**src/rtl/dram_bank_cmd_gen.sv**
```systemverilog
// Per-bank open-row tracker and DRAM command sequencer (PRE/ACT/RD/WR) for one request at a time.
// Latency from handshake: hit 2+T_CL, miss 2+T_RCD+T_CL, conflict 2+T_RP+T_RCD+T_CL cycles to done.
// Backpressure: req_ready is high only while idle; req_valid seen while not ready is ignored.
module dram_bank_cmd_gen #(
   parameter int NUM_OF_BANKS = 8,
   parameter int NUM_OF_ROWS  = 128,
   parameter int NUM_OF_COLS  = 8,
   parameter int T_RP         = 3,
   parameter int T_RCD        = 3,
   parameter int T_CL         = 2,
   localparam int BW = $clog2(NUM_OF_BANKS),
   localparam int RW = $clog2(NUM_OF_ROWS),
   localparam int CW = $clog2(NUM_OF_COLS)
) (
   input  logic          clk,
   input  logic          rst,
   input  logic          req_valid,
   output logic          req_ready,
   input  logic          req_write,
   input  logic [BW-1:0] req_bank_id,
   input  logic [RW-1:0] req_row_id,
   input  logic [CW-1:0] req_col_id,
   output logic          cmd_valid,
   output logic [2:0]    cmd_op,
   output logic [BW-1:0] cmd_bank,
   output logic [RW-1:0] cmd_row,
   output logic [CW-1:0] cmd_col,
   output logic          done,
   output logic [1:0]    resp_status
);

   typedef enum logic [3:0] {
      S_IDLE, S_DECIDE, S_PRE, S_WAIT_RP, S_ACT,
      S_WAIT_RCD, S_ACCESS, S_WAIT_CL, S_DONE
   } state_t;

   localparam logic [2:0] OP_ACT = 3'd1;
   localparam logic [2:0] OP_RD  = 3'd2;
   localparam logic [2:0] OP_WR  = 3'd3;
   localparam logic [2:0] OP_PRE = 3'd4;

   localparam logic [1:0] ST_HIT  = 2'd0;
   localparam logic [1:0] ST_MISS = 2'd1;
   localparam logic [1:0] ST_CONF = 2'd2;

   // Wait-state load values; a load of zero means the wait state is skipped.
   localparam logic [3:0] RP_LD  = 4'(T_RP - 1);
   localparam logic [3:0] RCD_LD = 4'(T_RCD - 1);
   localparam logic [3:0] CL_LD  = 4'(T_CL - 1);

   state_t                         state_q, state_d;
   logic [3:0]                     cnt_q, cnt_d;
   logic                           wr_q, wr_d;
   logic [BW-1:0]                  bank_q, bank_d;
   logic [RW-1:0]                  row_q, row_d;
   logic [CW-1:0]                  col_q, col_d;
   logic [1:0]                     status_q, status_d;
   logic [NUM_OF_BANKS-1:0]        bank_open_q, bank_open_d;
   logic [NUM_OF_BANKS-1:0][RW-1:0] open_row_q, open_row_d;

   logic                           req_ready_q, req_ready_d;
   logic                           cmd_valid_q, cmd_valid_d;
   logic [2:0]                     cmd_op_q, cmd_op_d;
   logic [BW-1:0]                  cmd_bank_q, cmd_bank_d;
   logic [RW-1:0]                  cmd_row_q, cmd_row_d;
   logic [CW-1:0]                  cmd_col_q, cmd_col_d;
   logic                           done_q, done_d;
   logic [1:0]                     resp_status_q, resp_status_d;

   // Next state, then the registered outputs and bank-table update of the state being entered.
   // PRE/ACT/ACCESS/DONE/IDLE-entry each last one cycle, so decoding on state_d gives exactly one pulse.
   always_comb begin
      state_d       = state_q;
      cnt_d         = cnt_q;
      wr_d          = wr_q;
      bank_d        = bank_q;
      row_d         = row_q;
      col_d         = col_q;
      status_d      = status_q;
      bank_open_d   = bank_open_q;
      open_row_d    = open_row_q;
      req_ready_d   = 1'b0;
      cmd_valid_d   = 1'b0;
      cmd_op_d      = 3'd0;
      cmd_bank_d    = '0;
      cmd_row_d     = '0;
      cmd_col_d     = '0;
      done_d        = 1'b0;
      resp_status_d = 2'd0;

      case (state_q)
         S_IDLE: begin
            if (req_valid && req_ready_q) begin
               wr_d    = req_write;
               bank_d  = req_bank_id;
               row_d   = req_row_id;
               col_d   = req_col_id;
               state_d = S_DECIDE;
            end
         end
         S_DECIDE: begin
            if (!bank_open_q[bank_q]) begin
               status_d = ST_MISS;
               state_d  = S_ACT;
            end else if (open_row_q[bank_q] == row_q) begin
               status_d = ST_HIT;
               state_d  = S_ACCESS;
            end else begin
               status_d = ST_CONF;
               state_d  = S_PRE;
            end
         end
         S_PRE: begin
            if (RP_LD == 4'd0) begin
               state_d = S_ACT;
            end else begin
               cnt_d   = RP_LD;
               state_d = S_WAIT_RP;
            end
         end
         S_WAIT_RP: begin
            if (cnt_q == 4'd1) state_d = S_ACT;
            else               cnt_d   = cnt_q - 4'd1;
         end
         S_ACT: begin
            if (RCD_LD == 4'd0) begin
               state_d = S_ACCESS;
            end else begin
               cnt_d   = RCD_LD;
               state_d = S_WAIT_RCD;
            end
         end
         S_WAIT_RCD: begin
            if (cnt_q == 4'd1) state_d = S_ACCESS;
            else               cnt_d   = cnt_q - 4'd1;
         end
         S_ACCESS: begin
            if (CL_LD == 4'd0) begin
               state_d = S_DONE;
            end else begin
               cnt_d   = CL_LD;
               state_d = S_WAIT_CL;
            end
         end
         S_WAIT_CL: begin
            if (cnt_q == 4'd1) state_d = S_DONE;
            else               cnt_d   = cnt_q - 4'd1;
         end
         S_DONE:  state_d = S_IDLE;
         default: state_d = S_IDLE;
      endcase

      case (state_d)
         S_IDLE: req_ready_d = 1'b1;
         S_PRE: begin
            cmd_valid_d         = 1'b1;
            cmd_op_d            = OP_PRE;
            cmd_bank_d          = bank_q;
            bank_open_d[bank_q] = 1'b0;
         end
         S_ACT: begin
            cmd_valid_d         = 1'b1;
            cmd_op_d            = OP_ACT;
            cmd_bank_d          = bank_q;
            cmd_row_d           = row_q;
            bank_open_d[bank_q] = 1'b1;
            open_row_d[bank_q]  = row_q;
         end
         S_ACCESS: begin
            cmd_valid_d = 1'b1;
            cmd_op_d    = wr_q ? OP_WR : OP_RD;
            cmd_bank_d  = bank_q;
            cmd_col_d   = col_q;
         end
         S_DONE: begin
            done_d        = 1'b1;
            resp_status_d = status_q;
         end
         default: ;
      endcase
   end

   // State, request latch, bank table and registered outputs; reset aborts any sequence in flight.
   always_ff @(posedge clk) begin
      if (rst) begin
         state_q       <= S_IDLE;
         cnt_q         <= 4'd0;
         wr_q          <= 1'b0;
         bank_q        <= '0;
         row_q         <= '0;
         col_q         <= '0;
         status_q      <= 2'd0;
         bank_open_q   <= '0;
         open_row_q    <= '0;
         req_ready_q   <= 1'b1;
         cmd_valid_q   <= 1'b0;
         cmd_op_q      <= 3'd0;
         cmd_bank_q    <= '0;
         cmd_row_q     <= '0;
         cmd_col_q     <= '0;
         done_q        <= 1'b0;
         resp_status_q <= 2'd0;
      end else begin
         state_q       <= state_d;
         cnt_q         <= cnt_d;
         wr_q          <= wr_d;
         bank_q        <= bank_d;
         row_q         <= row_d;
         col_q         <= col_d;
         status_q      <= status_d;
         bank_open_q   <= bank_open_d;
         open_row_q    <= open_row_d;
         req_ready_q   <= req_ready_d;
         cmd_valid_q   <= cmd_valid_d;
         cmd_op_q      <= cmd_op_d;
         cmd_bank_q    <= cmd_bank_d;
         cmd_row_q     <= cmd_row_d;
         cmd_col_q     <= cmd_col_d;
         done_q        <= done_d;
         resp_status_q <= resp_status_d;
      end
   end

   assign req_ready   = req_ready_q;
   assign cmd_valid   = cmd_valid_q;
   assign cmd_op      = cmd_op_q;
   assign cmd_bank    = cmd_bank_q;
   assign cmd_row     = cmd_row_q;
   assign cmd_col     = cmd_col_q;
   assign done        = done_q;
   assign resp_status = resp_status_q;

endmodule
```
**config.mk**
```make
export PLATFORM = sky130hd
export DESIGN_NAME = dram_bank_cmd_gen
export DESIGN_NICKNAME = d
export VERILOG_FILES = /design/src/rtl/dram_bank_cmd_gen.sv
export SDC_FILE = /design/constraint.sdc
export NUM_CORES = 1
export LEC_CHECK = 0
export CAP_MARGIN = 20
export CORE_ASPECT_RATIO = 0.6
export CORE_MARGIN = 1
export CORE_UTILIZATION = 30
export DETAILED_ROUTE_END_ITERATION = 7
export SLEW_MARGIN = 10
export SYNTH_ARGS = -nofsm -noshare
export SYNTH_HDL_FRONTEND = slang
export SYNTH_SLANG_ARGS = --single-unit
```
**constraint.sdc**
```tcl
create_clock -name clk -period 2.37 [get_ports clk]
set_input_delay 0.3555 -clock clk [delete_from_list [all_inputs] [get_ports clk]]
set_output_delay 0.3555 -clock clk [all_outputs]
set_load 0.01 [all_outputs]
```
==> flow_metrics.py <==
metrics = {
    "status": {
        "status": "finished, violations left",
        "violations": "negative setup slack",
    },
    "setup_path": {
        "worstSetupStartpointType": "register",
        "arrival_ns": 2.92,
        "endpoint_kind": "register",
        "crit_required_ns": 2.60,
        "path_cells": "buf_12 -> mux4_2 -> mux2i_1 -> xor2_1 -> o221ai_2 -> nor4_4 -> buf_12 -> buf_12 -> o21ai_4 -> buf_12 -> mux2i_1",
        "cpMostUsedCell": "buf_12",
        "cpPeakStageDelay_ns": 0.48,
        "worstReg2RegStart": "bank_q[0]",
        "worst-setup-path-type": "reg2reg",
        "setup.worst_path.start": "bank_q[0]",
        "crit_path_top_delay_cell": "mux4_2",
        "cp_max_fo": 8,
    },
    "power": {
        "swShare": 0.368,
        "combPwrFrac": 0.424,
        "vdd_drop_max_mv": 0.468,
        "power_frac_seq": 0.341,
        "leakage_nw": 2.56,
        "p_per_area_mw_per_mm2": 957,
        "cellInternalPower_mw": 3.97,
        "power_mw": 6.27,
        "p_clk_frac": 0.235,
        "p_sw_mw": 2.30,
    },
    "die": {
        "row_count": 35,
        "dieArea_mm2": 0.0170,
        "die-height_um": 101,
        "design.core.area_mm2": 0.0157,
        "start_util": 0.315,
        "io_pins": 38,
        "fp.dieW_um": 168,
    },
    "timing": {
        "relSlewSlack": 0.604,
        "skew_ns": 0.00614,
        "fmax_mhz": 371,
        "setup_viol": 83,
        "fin_crit_ns": 2.70,
        "setup_slack_ns": -0.326,
        "slew_viol_final": 0,
        "worst_pin_slew_ns": 0.595,
        "post-route-period-util": 1.14,
        "fin_setup_tns_ns": -20.81,
        "rsz0062_at_grt": "yes",
        "hold_viol_final": 0,
    },
    "clock_tree": {
        "clk_pin_slew_ns": 0.07,
        "clockRootBuffer": "clkbuf_16",
        "cts_tree": "built",
        "cts.path.max_buffers": 2,
        "cts_buffers": 9,
        "hold_buffers": 0,
        "cts_htree_levels": 3,
        "clk_latency_ns": 0.35,
        "clkSinkCount": 109,
    },
    "final_layout": {
        "instances_no_fill": 772,
        "insertedDiodeCount": 0,
        "multiInputGateArea_mm2": 0.00279,
        "fin_area_mm2": 0.00655,
        "fillers": 1477,
        "area_growth_syn_to_layout_pct": 32.5,
        "drive_gt1_frac": 0.250,
        "nNetsFinal": 583,
        "seqCellArea_mm2": 0.00219,
        "fin_util": 0.417,
    },
    "route": {
        "dr_total_vias": 3855,
        "drtIter0Drc": 226,
        "wire_per_inst_um": 16.7,
        "drt-total-wl_mm": 12.9,
        "drtAntennaViolNets": 0,
        "drc": 0,
        "vias_per_cell": 4.99,
        "drt-pass1-iter-count": 5,
    },
    "global_routing": {
        "grt_pass1_wl_mm": 21.0,
        "grt_max_degree": 34,
        "overflow": 0,
        "grt_pass1_vias": 3789,
        "antenna_found_initial": 0,
        "track_usage": 0.161,
    },
    "logic_synthesis": {
        "yosys_warnings": 0,
        "synth_flop_cell": "dfxtp_1",
        "synthDistinctLibCells": 52,
        "ys_ff_latch": 109,
        "synthesis.area_mm2": 0.00494,
        "synth-async-reset-ratio": 0,
        "synth_nets": 509,
        "synth-edff-count": 0,
        "ys_seq_area_frac": 0.441,
        "synthCells": 490,
        "syn_avg_cell_area_um2": 10.1,
    },
    "placement": {
        "routabilityCongestion": 0.884,
        "placed_cell_area_mm2": 0.00580,
        "hpwl_mm": 8.86,
        "dp.cells": 735,
        "port_buffers": 37,
    },
    "hold_path": {
        "hold_path.class": "reg2reg",
        "worstHoldStart": "col_q[2]",
    },
    "run": {
        "cap_violations": 0,
    },
}
worst paths after layout:
check / to / slack (ns) / depth (start not counted)
worst max-delay path: open_row_q[48] / -0.33 / 11
worst min-delay path: col_q[2] / 0.46 / 2
worst max register to register: open_row_q[48] / -0.33 / 11
worst min register to register: col_q[2] / 0.46 / 2
power groups by stage:
stage                     registers, mW  logic (mW)  clock network, mW
after CTS                          2.14        2.52               1.49
after floorplan                    2.13        1.39                  0
after global routing               2.16        2.84               1.58
after global placement             2.17        2.13                  0
final                              2.14        2.66               1.47
after detailed placement           2.17        2.17                  0
placed cells by master, fill, tap and decap left out, types with 4 or more instances in the layout:
cell type,synthesis,routed
nand2_1,45,45
a21oi_1,32,24
clkbuf_16,0,9
buf_12,0,10
dfxtp_1,109,108
xor2_1,4,4
buf_6,3,7
a22oi_1,4,4
nand2b_1,66,66
o21ai_0,7,6
clkdlybuf4s50_1,0,36
a21oi_2,0,8
nor2_1,21,19
nor2b_1,4,4
nor3_1,7,6
mux4_2,12,12
mux2i_1,70,67
o21ai_4,4,9
buf_4,1,44
nor4b_2,5,6
inv_1,5,5
metal layers:
| metal | track usage | wire length [um] |
|---|---|---|
| met4 | 0.0360 | 91 |
| met5 | 0 | 0 |
| met2 | 0.229 | 5370 |
| met1 | 0.243 | 6880 |
| met3 | 0.0371 | 535 |
registers in the layout, indices dropped and copies added (netlist names), 3 cells and up, named ones only:
name        flops
row_q           7
cmd_bank        3
cmd_row         7
cmd_col         3
open_row_q     56
cmd_op          3
bank_q          3
state_q         4
cnt_q           4
col_q           3
what timing repair did:
action,CTS,global route
buffers inserted,18,4
cloned,2,0
pin swaps,17,9
setup endpoints to repair,84,84
gates resized for setup,27,19
cells in the mapped netlist, drive strengths merged (2+ instances only):
cell	n	share of area
mux4	12	0.055
nand3	3	0.0030
nand3b	2	0.0030
nor2	22	0.017
inv	5	0.0038
o311a	3	0.0061
and3	3	0.0038
xor2	4	0.0071
ha	2	0.0051
a211oi	2	0.0030
a22oi	4	0.0061
o21ai	17	0.029
nor3	7	0.0071
mux2i	70	0.14
nor4b	7	0.019
dfxtp	109	0.44
a21oi	32	0.032
buf	15	0.018
and2	3	0.0038
o21a	3	0.0046
clkbuf	23	0.017
nand2b	66	0.084
nor4	4	0.0081
o31ai	4	0.0071
nor2b	4	0.0051
nand2	45	0.034
nor3b	4	0.0061
metrics by stage:
step,hold WS (ns),worst slack [ns]
finish,0.456,-0.326
CTS,0.456,-0.353
global placement,0.442,-0.403
global route,0.471,-0.439
detailed placement,0.447,-0.450
floorplan,0.429,-0.102
cell families (layout without fill, tap and decap cells):
kind of cell             after synthesis  in the layout  synth area share
XOR/XNOR                               5              5           0.00886
buffers and inverters                 43            121            0.0390
multiplexers                          83             83             0.199
AND/OR/NAND/NOR                      176            177             0.203
adder cells (fa/ha/maj)                3              3           0.00708
flip-flops                           109            109             0.441
AO/OA/AOI/OAI                         71             71             0.102
worst max-delay path: cells and delay by family, from the launching register on:
family,cells,cell delay [ns]
flip-flops,1,0.39
buffers and inverters,4,0.59
XOR/XNOR,1,0.22
AO/OA/AOI/OAI,2,0.23
AND/OR/NAND/NOR,1,0.35
multiplexers,3,0.77
area by class of cell:
type,instances,share of cell area
clock buffer,10,0.0365
clock inverter,6,0.00726
inverter,5,0.00286
multi-input combinational,339,0.425
sequential,109,0.334
tap,203,0.0388
timing repair buffer,100,0.156
No activity file was read; power rests on OpenSTA's default activity.
==> RTL edit 1, RTL diff (same flow settings) <==
Make the reset (`rst`) asynchronous in one clocked block.
--- a/src/rtl/dram_bank_cmd_gen.sv
+++ b/src/rtl/dram_bank_cmd_gen.sv
@@ -181,7 +181,7 @@
    end
 
    // State, request latch, bank table and registered outputs; reset aborts any sequence in flight.
-   always_ff @(posedge clk) begin
+   always_ff @(posedge clk or posedge rst) begin
       if (rst) begin
          state_q       <= S_IDLE;
          cnt_q         <= 4'd0;
Formal check against the unedited RTL: differs if rst is asserted again (counterexample within 4 cycles, from zero or initial values and one cycle with rst high); with rst held inactive, the same outputs for 10 cycles.
==> RTL edit 1 against the unedited design <==
  * The flow still finishes with violations (negative setup slack)
  * Sequential cell count stayed put
  * Area after synthesis is 1.2% higher
  * Global-route usage rose by 1.8 points
  * Clock power decreased by 3%
  * Core utilization decreased by 0.41 points
  * Total power increased by 46%
  * Routed wire length rose by 16%
  * Clock skew is 0.0060 ns higher
  * Sequential share of layout area up 7.3 points
  * Setup slack gained 0.28 ns
  * Cell area is 2.4% higher
  * Largest cell class is now sequential cells
  * Highest routed layer unchanged
==> RTL edit 1: results (changes against the unedited design) <==
stage;metric;value;unit;change
route;vias_per_cell;5.32;;was 4.99
global_route;grt_usage;17.9;%;was 16.1%
logic_synthesis;ys_async_sr_fraction;100;%;was 0%
critical_path;worstReg2RegStart;bank_q[0]$_DFFE_PP0P_;;was bank_q[0]$_SDFFE_PP0P_
route;dr.first_iter.drc_count;300;;was 226
placement;placed_cells;738;;was 735
pwr;leakagePower;3.04;nW;was 2.56 nW
global_route;grt_start_max_net_pins;37;;was 34
route;met2_length;6.22;mm;was 5.37 mm
sta;setup_violations;36;;was 83
pwr;ir_drop;579;uV;was 468 uV
sta;tightestPinTransition;0.542;ns;was 0.595 ns
logic_synthesis;synth_cell_types;60;;was 52
route;route.met3.wl;1.11;mm;was 535 um
sta;fin_ws;-0.0478;ns;was -0.326 ns
sta;finalClockSkew;0.0121;ns;was 0.00614 ns
final_layout;nets;545;;was 583
logic_synthesis;syn_avg_cell_area;11.9;um^2;was 10.1 um^2
placement;dp_slack;-0.143;ns;was -0.450 ns
final_layout;drive_gt1_share;31.1;%;was 25.0%
logic_synthesis;synthTopCellsByCount;dfrtp_1, a22o_1, nand2_1, mux2i_1;;was dfxtp_1, mux2i_1, nand2b_1, nand2_1, a21oi_1
pwr;p_switching;3.68;mW;was 2.30 mW
route;wl_met1;7.51;mm;was 6.88 mm
placement;gp_congestion;0.886;;was 0.884
outcome;outcome;finished, violations left;;unchanged
outcome;violations;negative setup slack;;unchanged
critical_path;r2r_cells;8;;was 11
min_path;min_path_type;in2async;;was reg2reg
logic_synthesis;synth-seq-area-share;54.5;%;was 44.1%
RTL edit 1: worst max-delay path by stage:
stage | startpoint | endpoint | slack (ns) | cells past startpoint
after global routing | bank_q[0]$_DFFE_PP0P_ | open_row_q[19]$_DFFE_PP0P_ | -0.12 | 8
after CTS | cnt_q[1]$_DFFE_PP0P_ | open_row_q[12]$_DFFE_PP0P_ | -0.01 | 10
after detailed placement | cnt_q[1]$_DFFE_PP0P_ | open_row_q[24]$_DFFE_PP0P_ | -0.14 | 10
after floorplan | cnt_q[1]$_DFFE_PP0P_ | open_row_q[6]$_DFFE_PP0P_ | -0.08 | 12
after global placement | cnt_q[1]$_DFFE_PP0P_ | open_row_q[24]$_DFFE_PP0P_ | -0.07 | 10
final | bank_q[0]$_DFFE_PP0P_ | register | -0.05 | 8
RTL edit 1: logic make-up (layout without fill, tap and decap cells):
group | count (synthesis) | count (layout) | synth area share, %
DFF | 109 | 109 | 54.5
and+or+nand+nor | 106 | 107 | 11.7
buffers and inverters | 41 | 150 | 4.28
AOI/OAI and AO/OA | 122 | 122 | 19.8
xor gates and xnor gates | 1 | 1 | 0.175
adders and majority gates | 3 | 3 | 0.725
muxes | 39 | 39 | 8.85
RTL edit 1: area by class of cell:
type                    instances  area, um^2
clock buffers                   9         225
clock inverters                 7        50.0
fillers                      1534        9550
inverters                      18        71.3
multi-input cells             272        2300
flip-flops and latches        109        2730
well taps                     228         285
repair buffers                116        1050
RTL edit 1: per-layer routing:
layer | vias up | GRT usage, %
met1 | 2091 | 27.7
met2 | 158 | 25.1
li1 | 1775 | -
met5 | - | 0
met3 | 14 | 3.91
met4 | 0 | 3.57
RTL edit 1: power by group through the flow:
stage          logic, mW  clock network (mW)  registers, mW
2_1_floorplan       2.57                   0           2.88
3_3_place_gp        3.92                   0           2.99
3_5_place_dp        4.01                   0           3.01
4_1_cts             4.23                1.46           3.00
5_1_grt             5.01                1.53           3.11
6_report            4.67                1.42           3.04
RTL edit 1: what timing repair did:
| action | in CTS | in global routing |
|---|---|---|
| setup buffers | 1 | 3 |
| gates cloned | 1 | 0 |
| pin swaps | 3 | 20 |
| endpoints found under the setup margin | 66 | 77 |
| gates resized for setup | 24 | 37 |
RTL edit 1: metrics by stage:
stage	TNS (ns)	area, um^2
global placement	-1.65	6120
global route	-5.79	6710
floorplan	-1.67	5020
CTS	-0.0155	6500
finish	-0.622	6710
detailed placement	-5.16	6120
RTL edit 1: critical path, stage by stage, from the launching register on:
cell and delay, ns:
dfrtp_2 0.51, buf_6 0.17, mux4_2 0.50, nor2_2 0.12, nor3_1 0.06, and4b_2 0.31
nand4_4 0.13, and3b_2 0.30, o211ai_1 0.22
==> RTL edit 2, RTL diff (same flow settings) <==
Made on the original files. Set the parameter `NUM_OF_BANKS` to 32 (it was 8).
--- a/src/rtl/dram_bank_cmd_gen.sv
+++ b/src/rtl/dram_bank_cmd_gen.sv
@@ -2,7 +2,7 @@
 // Latency from handshake: hit 2+T_CL, miss 2+T_RCD+T_CL, conflict 2+T_RP+T_RCD+T_CL cycles to done.
 // Backpressure: req_ready is high only while idle; req_valid seen while not ready is ignored.
 module dram_bank_cmd_gen #(
-   parameter int NUM_OF_BANKS = 8,
+   parameter int NUM_OF_BANKS = 32,
    parameter int NUM_OF_ROWS  = 128,
    parameter int NUM_OF_COLS  = 8,
    parameter int T_RP         = 3,
Ports: changed (resized cmd_bank and req_bank_id); port bits go from 38 to 42. No check against the original RTL was run, so the function may have changed too.
==> RTL edit 2 against the unedited design <==
  * The run still ends with negative setup slack left
  * Area after synthesis rose to 2.8 times the old value
  * Setup slack got worse by 0.72 ns
  * Total power rose by 150%
  * Hold slack got worse by 0.21 ns
  * Sequential cell count rose by 196
  * Global-route usage rose by 4.6 points
  * Cell area rose to 2.9 times the old value
  * Routed wire length rose to 4.0 times the old value
  * Critical path type unchanged
  * Critical endpoint is now cmd_col[1]$_SDFF_PP0_
  * Highest routed layer is now met5
==> RTL edit 2: results (changes against the unedited design) <==
stage;metric;value;unit;change
outcome;outcome;finished, violations left;;unchanged
outcome;violations;negative setup slack;;unchanged
logic_synthesis;synthesis.nets;1651;;was 509
sta;setup_violations;279;;was 83
placement;port-buffer-count;41;;was 37
critical_path;crit_path_top_delay_cell;or4_4;;was mux4_2
placement;dp_hpwl;35.1;mm;was 8.86 mm
pwr;p_switching;5.35;mW;was 2.30 mW
sta;fin_ws;-1.05;ns;was -0.326 ns
critical_path;slowest_delay;0.59;ns;was 0.48 ns
sta;finalClockSkew;0.0130;ns;was 0.00614 ns
critical_path;crit_path_end;cmd_col[1]$_SDFF_PP0_;;was open_row_q[48]$_SDFFE_PP0P_
global_route;grt_usage;20.7;%;was 16.1%
min_path;holdPathEnd;open_row_q[199]$_SDFFE_PP0P_;;was col_q[2]$_SDFFE_PP0P_
global_route;grt_start_max_net_pins;82;;was 34
critical_path;worstReg2RegStart;bank_q[1]$_SDFFE_PP0P_;;was bank_q[0]$_SDFFE_PP0P_
min_path;holdCritStartpoint;rst;;was col_q[2]$_SDFFE_PP0P_
logic_synthesis;synth_area_leaders;dfxtp_1, nand2_1, mux2i_1;;was dfxtp_1, mux2i_1, nand2b_1
global_route;grt_pass1_vias;12100;;was 3789
logic_synthesis;synth_cell_types;53;;was 52
sta;slew_headroom;51.9;%;was 60.4%
critical_path;crit_fanout;11;;was 8
clock_network;cts_buffer_depth;3;;was 2
route;wire_per_inst;20.5;um;was 16.7 um
route;vias;13300;;was 3855
-- RTL edit 2: cell count changes after synthesis, sizes merged, moves of 60 or more --
cell / change
nand2: +416
mux2i: +87
nand2b: -61
o22ai: +63
clkbuf: +60
dfxtp: +196
a21oi: +196
-- RTL edit 2: critical path, delay by kind of cell, from the launching register on --
family | cells | cell delay [ns]
DFF | 1 | 0.38
muxes | 1 | 0.24
AOI/OAI and AO/OA | 3 | 0.59
buffers and inverters | 3 | 0.39
and+or+nand+nor | 4 | 1.72
-- RTL edit 2: repair_timing --
item,4_1_cts,5_1_grt
setup endpoints to repair,280,279
gates resized for setup,70,135
cloned,1,4
pin swaps,17,80
setup buffers,10,31
-- RTL edit 2: logic make-up (layout without fill, tap and decap cells) --
| kind of cell | after synthesis | after routing | share of synthesized area (%) |
|---|---|---|---|
| AOI/OAI and AO/OA | 356 | 356 | 14.4 |
| xor gates and xnor gates | 4 | 4 | 0.256 |
| adders and majority gates | 2 | 2 | 0.183 |
| buffers and inverters | 138 | 404 | 4.81 |
| DFF | 305 | 305 | 44.7 |
| muxes | 157 | 157 | 11.5 |
| and+or+nand+nor | 668 | 668 | 24.2 |
-- RTL edit 2: area by class of cell --
cell class	count	area, um^2
fill	4324	26100
multi-input combinational	1187	7810
sequential	305	6120
timing repair buffer	347	3250
clock buffer	45	856
tap	589	737
clock inverter	5	33.8
inverter	7	26.3
-- RTL edit 2: metrics by stage --
stage          hold WS, ns  instance area [um^2]  util [%]  setup slack, ns
3_5_place_dp         0.443                 16400      36.6            -1.51
6_report             0.247                 18800      42.0            -1.05
4_1_cts              0.233                 17800      39.7           -0.995
2_1_floorplan        0.430                 13800         -           -0.595
3_3_place_gp         0.438                 16400      36.6            -1.48
5_1_grt              0.252                 18800      42.0            -1.11
-- RTL edit 2: routing by layer --
layer | vias up | routed length [um] | track usage, %
li1 | 6118 | - | -
met5 | - | 16 | 0
met2 | 597 | 20000 | 27.6
met1 | 6462 | 24700 | 33.0
met4 | 4 | 926 | 3.77
met3 | 76 | 5410 | 4.80
-- RTL edit 2: power by group through the flow --
| stage | Clock (mW) | Sequential, mW | Combinational [mW] |
|---|---|---|---|
| 2_1_floorplan | 0 | 5.60 | 2.65 |
| 3_3_place_gp | 0 | 5.68 | 4.38 |
| 3_5_place_dp | 0 | 5.69 | 4.43 |
| 4_1_cts | 4.58 | 5.56 | 4.68 |
| 5_1_grt | 4.80 | 5.59 | 5.59 |
| 6_report | 4.52 | 5.58 | 5.37 |
